### config.mk
export PLATFORM = sky130hd
export DESIGN_NAME = serial_add_driver
export DESIGN_NICKNAME = d
export VERILOG_FILES = /design/src/rtl/serial_add_pkg.sv /design/src/rtl/ser_shift_reg.sv /design/src/rtl/serial_add_driver.sv
export SDC_FILE = /design/constraint.sdc
export NUM_CORES = 1
export LEC_CHECK = 0
export ABC_AREA = 1
export BUFFER_PORTS_ARGS = -buffer_cell sky130_fd_sc_hd__buf_2
export CAP_MARGIN = 40
export CORE_MARGIN = 2
export CORE_UTILIZATION = 52
export DETAILED_ROUTE_END_ITERATION = 12
export PLACE_DENSITY = 0.85
export SLEW_MARGIN = 15
export SYNTH_ARGS = -nofsm -noshare
export SYNTH_HDL_FRONTEND = slang
export SYNTH_SLANG_ARGS = --single-unit
### constraint.sdc
create_clock -name clk -period 1.5 [get_ports clk]
set_input_delay 0.075 -clock clk [delete_from_list [all_inputs] [get_ports clk]]
set_output_delay 0.075 -clock clk [all_outputs]
set_load 0.1 [all_outputs]
### src/rtl/serial_add_pkg.sv
// serial_add_pkg: shared definitions for the serial adder and its driver.
//   DEF_WIDTH : default operand width
//   state_t   : driver FSM state encoding
package serial_add_pkg;
  localparam int DEF_WIDTH = 8;
  typedef enum logic [2:0] {ST_IDLE, ST_CLEAR, ST_SHIFT, ST_DRAIN, ST_DONE} state_t;
endpackage

### src/rtl/ser_shift_reg.sv
// ser_shift_reg: parallel-load, right-shift register presenting its LSB.
//   clk, rst : clock, asynchronous active-high reset
//   load_i   : load data_i (takes priority over shift_i)
//   shift_i  : shift right by one, zero fill
//   data_i   : parallel load value
//   bit_o    : current LSB
module ser_shift_reg #(
  parameter int WIDTH = 8
) (
  input  logic             clk,
  input  logic             rst,
  input  logic             load_i,
  input  logic             shift_i,
  input  logic [WIDTH-1:0] data_i,
  output logic             bit_o
);
  logic [WIDTH-1:0] sr_q, sr_d;
  always_comb sr_d = load_i ? data_i : shift_i ? {1'b0, sr_q[WIDTH-1:1]} : sr_q;
  always_ff @(posedge clk or posedge rst)
    if (rst) sr_q <= '0;
    else sr_q <= sr_d;
  assign bit_o = sr_q[0];
endmodule

### src/rtl/serial_add_driver.sv
// serial_add_driver: feeds operand pairs LSB-first to a registered serial adder and assembles the sum.
//   clk, rst               : clock, asynchronous active-high reset
//   start_valid/ready      : operand handshake, op_a/op_b parallel operands
//   ser_clr, ser_a, ser_b  : to the serial adder (ser_clr is its synchronous clear)
//   ser_sum, ser_carry     : registered sum/carry from the serial adder
//   res_valid/ready, result: {carry-out, sum} handshake
//   chk_err                : only with SERIAL_ADD_DRIVER_CHECK_EN, one-cycle pulse on DONE entry
//                            when the serial result disagrees with a parallel add
module serial_add_driver
  import serial_add_pkg::*;
#(
  parameter int WIDTH = DEF_WIDTH
) (
  input  logic             clk,
  input  logic             rst,
  input  logic             start_valid,
  output logic             start_ready,
  input  logic [WIDTH-1:0] op_a,
  input  logic [WIDTH-1:0] op_b,
  output logic             ser_clr,
  output logic             ser_a,
  output logic             ser_b,
  input  logic             ser_sum,
  input  logic             ser_carry,
  output logic             res_valid,
  input  logic             res_ready,
  output logic [WIDTH:0]   result
`ifdef SERIAL_ADD_DRIVER_CHECK_EN
  ,
  output logic             chk_err
`endif
);
  localparam int CW = $clog2(WIDTH);
  localparam logic [CW-1:0] LAST = CW'(WIDTH - 1);
  state_t state_q, state_d;
  logic [CW-1:0] cnt_q, cnt_d;
  logic [WIDTH-1:0] sum_q, sum_d;
  logic cout_q, cout_d;
  logic accept, shift, cap, a_bit, b_bit;
  assign accept = state_q == ST_IDLE && start_valid;
  assign shift = state_q == ST_SHIFT;
  always_ff @(posedge clk or posedge rst)
    if (rst) state_q <= ST_IDLE;
    else state_q <= state_d;
  always_comb
    state_d = state_q == ST_IDLE  ? (start_valid ? ST_CLEAR : ST_IDLE) :
              state_q == ST_CLEAR ? ST_SHIFT :
              state_q == ST_SHIFT ? (cnt_q == LAST ? ST_DRAIN : ST_SHIFT) :
              state_q == ST_DRAIN ? ST_DONE :
              state_q == ST_DONE  ? (res_ready ? ST_IDLE : ST_DONE) : ST_IDLE;
  // rst gating keeps the handshake closed and the adder cleared while reset is held
  always_comb begin
    start_ready = state_q == ST_IDLE && !rst;
    ser_clr = state_q == ST_CLEAR || rst;
    ser_a = shift && a_bit;
    ser_b = shift && b_bit;
    res_valid = state_q == ST_DONE;
  end
  ser_shift_reg #(.WIDTH(WIDTH)) u_sr_a (
    .clk(clk), .rst(rst), .load_i(accept), .shift_i(shift), .data_i(op_a), .bit_o(a_bit)
  );
  ser_shift_reg #(.WIDTH(WIDTH)) u_sr_b (
    .clk(clk), .rst(rst), .load_i(accept), .shift_i(shift), .data_i(op_b), .bit_o(b_bit)
  );
  // adder output lags by one cycle: bit k-1 arrives in SHIFT cycle k, the MSB and carry in DRAIN;
  // shifting in from the top leaves bit 0 at position 0 after exactly WIDTH captures
  always_comb begin
    cnt_d = accept ? '0 : (shift && cnt_q != LAST) ? cnt_q + CW'(1) : cnt_q;
    cap = (shift && cnt_q != '0) || state_q == ST_DRAIN;
    sum_d = cap ? {ser_sum, sum_q[WIDTH-1:1]} : sum_q;
    cout_d = state_q == ST_DRAIN ? ser_carry : cout_q;
  end
  always_ff @(posedge clk or posedge rst)
    if (rst) begin
      cnt_q <= '0;
      sum_q <= '0;
      cout_q <= 1'b0;
    end else begin
      cnt_q <= cnt_d;
      sum_q <= sum_d;
      cout_q <= cout_d;
    end
  assign result = {cout_q, sum_q};
`ifdef SERIAL_ADD_DRIVER_CHECK_EN
  logic [WIDTH-1:0] la_q, lb_q;
  logic chk_q, chk_d;
  always_comb chk_d = state_q == ST_DRAIN && ({ser_carry, sum_d} != {1'b0, la_q} + {1'b0, lb_q});
  always_ff @(posedge clk or posedge rst)
    if (rst) begin
      la_q <= '0;
      lb_q <= '0;
      chk_q <= 1'b0;
    end else begin
      la_q <= accept ? op_a : la_q;
      lb_q <= accept ? op_b : lb_q;
      chk_q <= chk_d;
    end
  assign chk_err = chk_q;
`endif
endmodule

[After elaboration in Yosys (flattened, before gate mapping)]
Cells that the tools add are included.
Word-level totals
  register bits: 31
  output and inout bits: 14
  logic and storage cells: 40
  bits of input ports: 22
Cells by class
  eq/ne operators: 6
  reduce and logical (&&, ||, !) cells: 13
  $add $sub $neg: 1
  multiplexer cells: 14
Operators by type and width (number)
  8-bit two-way mux: 4
  3-bit two-way mux: 8
  3-bit by 2-bit == test with 1-bit output (second input constant): 2
  3-bit == test (second input constant): 2
  1-bit logical AND: 6
  2-bit nonzero test: 2
  3-bit by 1-bit adder with 3-bit output (second input constant): 1
  3-bit by 1-bit == test with 1-bit output (second input constant): 1
  3-bit logical NOT: 1
  3-bit != test (second input constant): 1
  3-bit nonzero test: 1
  1-bit logical OR: 2
  1-bit two-way mux: 2
  1-bit logical NOT: 1

[Depth between registers and ports, before layout]
  depth in word-level cells: 6
  gate-level depth with buffers: 6
  gate-level depth less buffers: 6

[Cells and area by module]
Synthesis repeated with hierarchy kept, for this count alone.
Second synthesis, totals
  cells, all modules: 174
  area, all modules: 1500.2 um2
Modules (own cells, without submodules)
  ser_shift_reg: cells each 44, area each 380.4 um2, instances 2, seq. area each 200.2 um2
  serial_add_driver: cells each 86, area each 739.5 um2, instances 1, seq. area each 375.4 um2

[Worst setup path after synthesis]
OpenSTA, ideal clock, no wires.
  path kind: register to output
  start: register state_q[1]
  end: output start_ready
  data required time: 1.425 ns
  path buffers: 0
  path slack: -1.938 ns
  arrival: 3.363 ns
  cell stages (with the launch flop): 2
  cells stage by stage: dfrtp_1 > nor4_1
Between the ends
  longest elaborated chain between the ends: 2
Ends and longest elaborated chain
  from (decl): line serial_add_driver.sv:35  | state_t state_q, state_d;
  from (signal assigned): line serial_add_driver.sv:44  | else state_q <= state_d;
  3-bit logical NOT: line serial_add_driver.sv:53  | start_ready = state_q == ST_IDLE && !rst;
  1-bit logical AND: line serial_add_driver.sv:53
  to (decl): line serial_add_driver.sv:17  | output logic start_ready,
Every way passes these cells.

[Final worst setup path]
  start: register state_q[1]
  end: output res_valid
Between the ends
  longest elaborated chain between the ends: 1
Ends and longest elaborated chain
  3-bit == test: line serial_add_driver.sv:57  | res_valid = state_q == ST_DONE;
  to (decl): line serial_add_driver.sv:25  | output logic res_valid,
Every way passes these cells.

==> summary.md <==
| Metric | Value |
|---|---|
| Fin crit share | `1.03` |
| Hold Vio Cnt, Final | `0` |
| Max-Slew Margin vs Limit | `0.677` |
| I/O pins | `36` |
| Synth Instances | `171` |
| Overflow after GRT | `0` |
| Antenna diodes | `0` |
| Num CTS Buffers | `5` |
| P_leak | `1.06 nW` |
| Post-Synth XOR/XNOR Area | `0` |
| Synth Warn # | `0` |
| RSZ-0062 raised after global routing | `true` |
| # DRC | `0` |
| Min-delay worst type | `in -> reg` |
| Initial antenna violation count | `0` |
| Vias | `1465` |
| Synthesized flop and latch total | `31` |
| Root Driver | `clkbuf_4` |
| Synth Area in Compound Gates | `0.0134` |
| Wire length per cell | `14.6 µm` |
| Fin worst setup slack | `-51.8 ps` |
| Clock Path Buffers | `2` |
| CTS tree | `yes` |
| Global placer's final weighted congestion | `0.768` |
| PD cells | `2540 nW/µm²` |
| Slowest CP cell | `dfrtp_2` |
| Tot GR Track Use | `0.249` |
| Arrival time at the worst endpoint | `1480 ps` |
| Post-Syn Area | `1500 µm²` |
| Total Nets Final | `251` |
| Worst hold slack | `6.57 ps` |
| Placed cell area | `1810 µm²` |
| Rows | `19` |
| Starting density of the core | `0.543` |
| Crit. End Element | `output port` |
| Avg Cell Area, Syn | `8.76 µm²` |
| Status | `complete, but fails checks` |
| Global-route wire length before repair | `6180 µm` |
| Main combinational cell family by area after synthesis | `simple AND/OR/NAND/NOR gates` |
| Worst skew pair latency | `330 ps` |
| Mux cell area share after synthesis | `0` |
| Final Critical Period | `1550 ps` |
| Setup WS pre-CTS | `38.1 ps` |
| Failing checks | `negative setup slack` |
| Die height | `57.7 µm` |
| CP Launch Type | `flip-flop` |
| Vias in the first global route | `1372` |
| Post-route ant nets | `0` |
| TritonRoute pass-1 iters | `4` |
| DRT iter0 DRCs | `62` |
| Largest net degree at the start of global routing | `32` |
| Vias per cell | `5.68` |
| Chip width | `57.7 µm` |
| R2R cell count | `4` |
| Layout Area Growth over Synthesis | `36.8%` |
| Hold path cells | `3` |
| Max_cap viols | `0` |
| Worst-path fanout max | `4` |
| CP required | `1420 ps` |
| Actual slew at the worst max-slew pin | `488 ps` |
| Post-DP HPWL | `2350 µm` |
| CTS sink cnt | `31` |
| Core Area | `2760 µm²` |
| Adder-cell share of the synthesized area | `0.0251` |
| Design Power | `5.20 mW` |
| Post-Synth Simple-Gate Area | `0.363` |
| Worst-path cell chain | `buf_6, buf_4, nor3_4, buf_12` |
| Clk slew on worst S/H paths | `100 ps` |
| Clk_skew | `3.75 ps` |
| Achievable frequency | `644 MHz` |
| Post-Route WL | `3780 µm` |
| Mapped Nets | `196` |
| Pins Over Slew Limit | `0` |
| Largest stage delay on the critical path | `460 ps` |
| Post-route cell area | `2050 µm²` |
| Seq/Total Area, Yosys | `0.518` |
| Final setup vio count | `2` |
| Htree depth | `2` |
| Netlist cell types | `20` |
| Setup_tns | `-97.8 ps` |
| Worst vdd ir | `2.13 mV` |
| I/O Buffers | `35` |
| Die area | `3330 µm²` |
| Layout cells sized above 1 | `0.326` |
| Critical path type | `reg -> out` |
[stage by stage]
stage | utilization | instances
CTS | 0.734 | 256
floorplan | - | 171
detailed placement | 0.657 | 235
global route | 0.743 | 258
finish | 0.743 | 258
global placement | 0.657 | 235
[cell families after synthesis]
logic type,Yosys count
adders and majority gates,3
buffers and inverters,23
and+or+nand+nor,110
AOI/OAI and AO/OA,4
DFF,31
[area by class of cell]
cell class,instances,area (µm²)
clock buffer,8,68.8
tap,31,38.8
inverter,13,51.3
multi-input combinational,117,662
timing repair buffer,58,448
fill,190,709
sequential,31,779
[metal layers]
metal,track usage,part of all wire,vias to the layer above
met5,0,0,-
met4,0.150,0.026,0
met3,0.0692,0.068,11
met2,0.359,0.48,53
met1,0.337,0.42,706
li1,-,-,695
[worst max-delay path, delay by kind of cell, from the launching register on]
kind	cells	cell delay, ps
buffers and inverters	3	490
DFF	1	460
and+or+nand+nor	1	190
[synthesized netlist by cell type (all sizes together)]
cell    number  area (µm²)
buf          9        66.3
nand2       42         158
o21ai        4        20.0
nand4       14        87.6
nand3       46         240
nor3         1        5.00
nor4         1        6.26
nand3b       1        20.0
clkbuf       1        3.75
ha           3        37.5
dfrtp       31         776
inv         13        51.3
nor2         5        26.3
[sequential cells by signal (all words and copies together), names as in the netlist]
register     cells
sum_q            8
u_sr_b.sr_q      8
cnt_q            3
cout_q           1
u_sr_a.sr_q      8
state_q          3
[what timing repair did]
action | 4_1_cts | 5_1_grt
hold endpoints to repair | 37 | 0
setup buffers | 6 | 2
pin swaps | 1 | 2
hold buffers | 7 | 0
gates resized for setup | 6 | 2
endpoints found under the setup margin | 3 | 25
[cell usage in the layout, fill, tap and decap left out, types with 5 or more instances in the layout]
master and n:
dlygate4sd3_1 7, clkbuf_4 5, buf_4 14, dfrtp_1 28
nand2_1 40, nand3_1 44, buf_12 5, nand4_1 14
inv_1 10, buf_2 30
[path summary, 6_finish.rpt]
kind	start	endpoint	slack, ps
min in group asynchronous	rst	u_sr_a.sr_q[5]	480
worst max register to register	state_q[2]	sum_q[6]	120
worst min register to register	cout_q	cout_q	490
worst max-delay path	state_q[1]	res_valid	-50
worst min-delay path	op_b[4]	u_sr_b.sr_q[4]	7
max in group asynchronous	rst	state_q[0]	720
[power breakdown]
group          leakage, nW  total (mW)  internal (mW)  switching [mW]
sequential           0.390        1.50           1.22           0.281
combinational        0.627        3.14          0.960            2.18
clock               0.0386       0.561          0.276           0.286
Note: power is estimated with default switching activity, not from simulation.
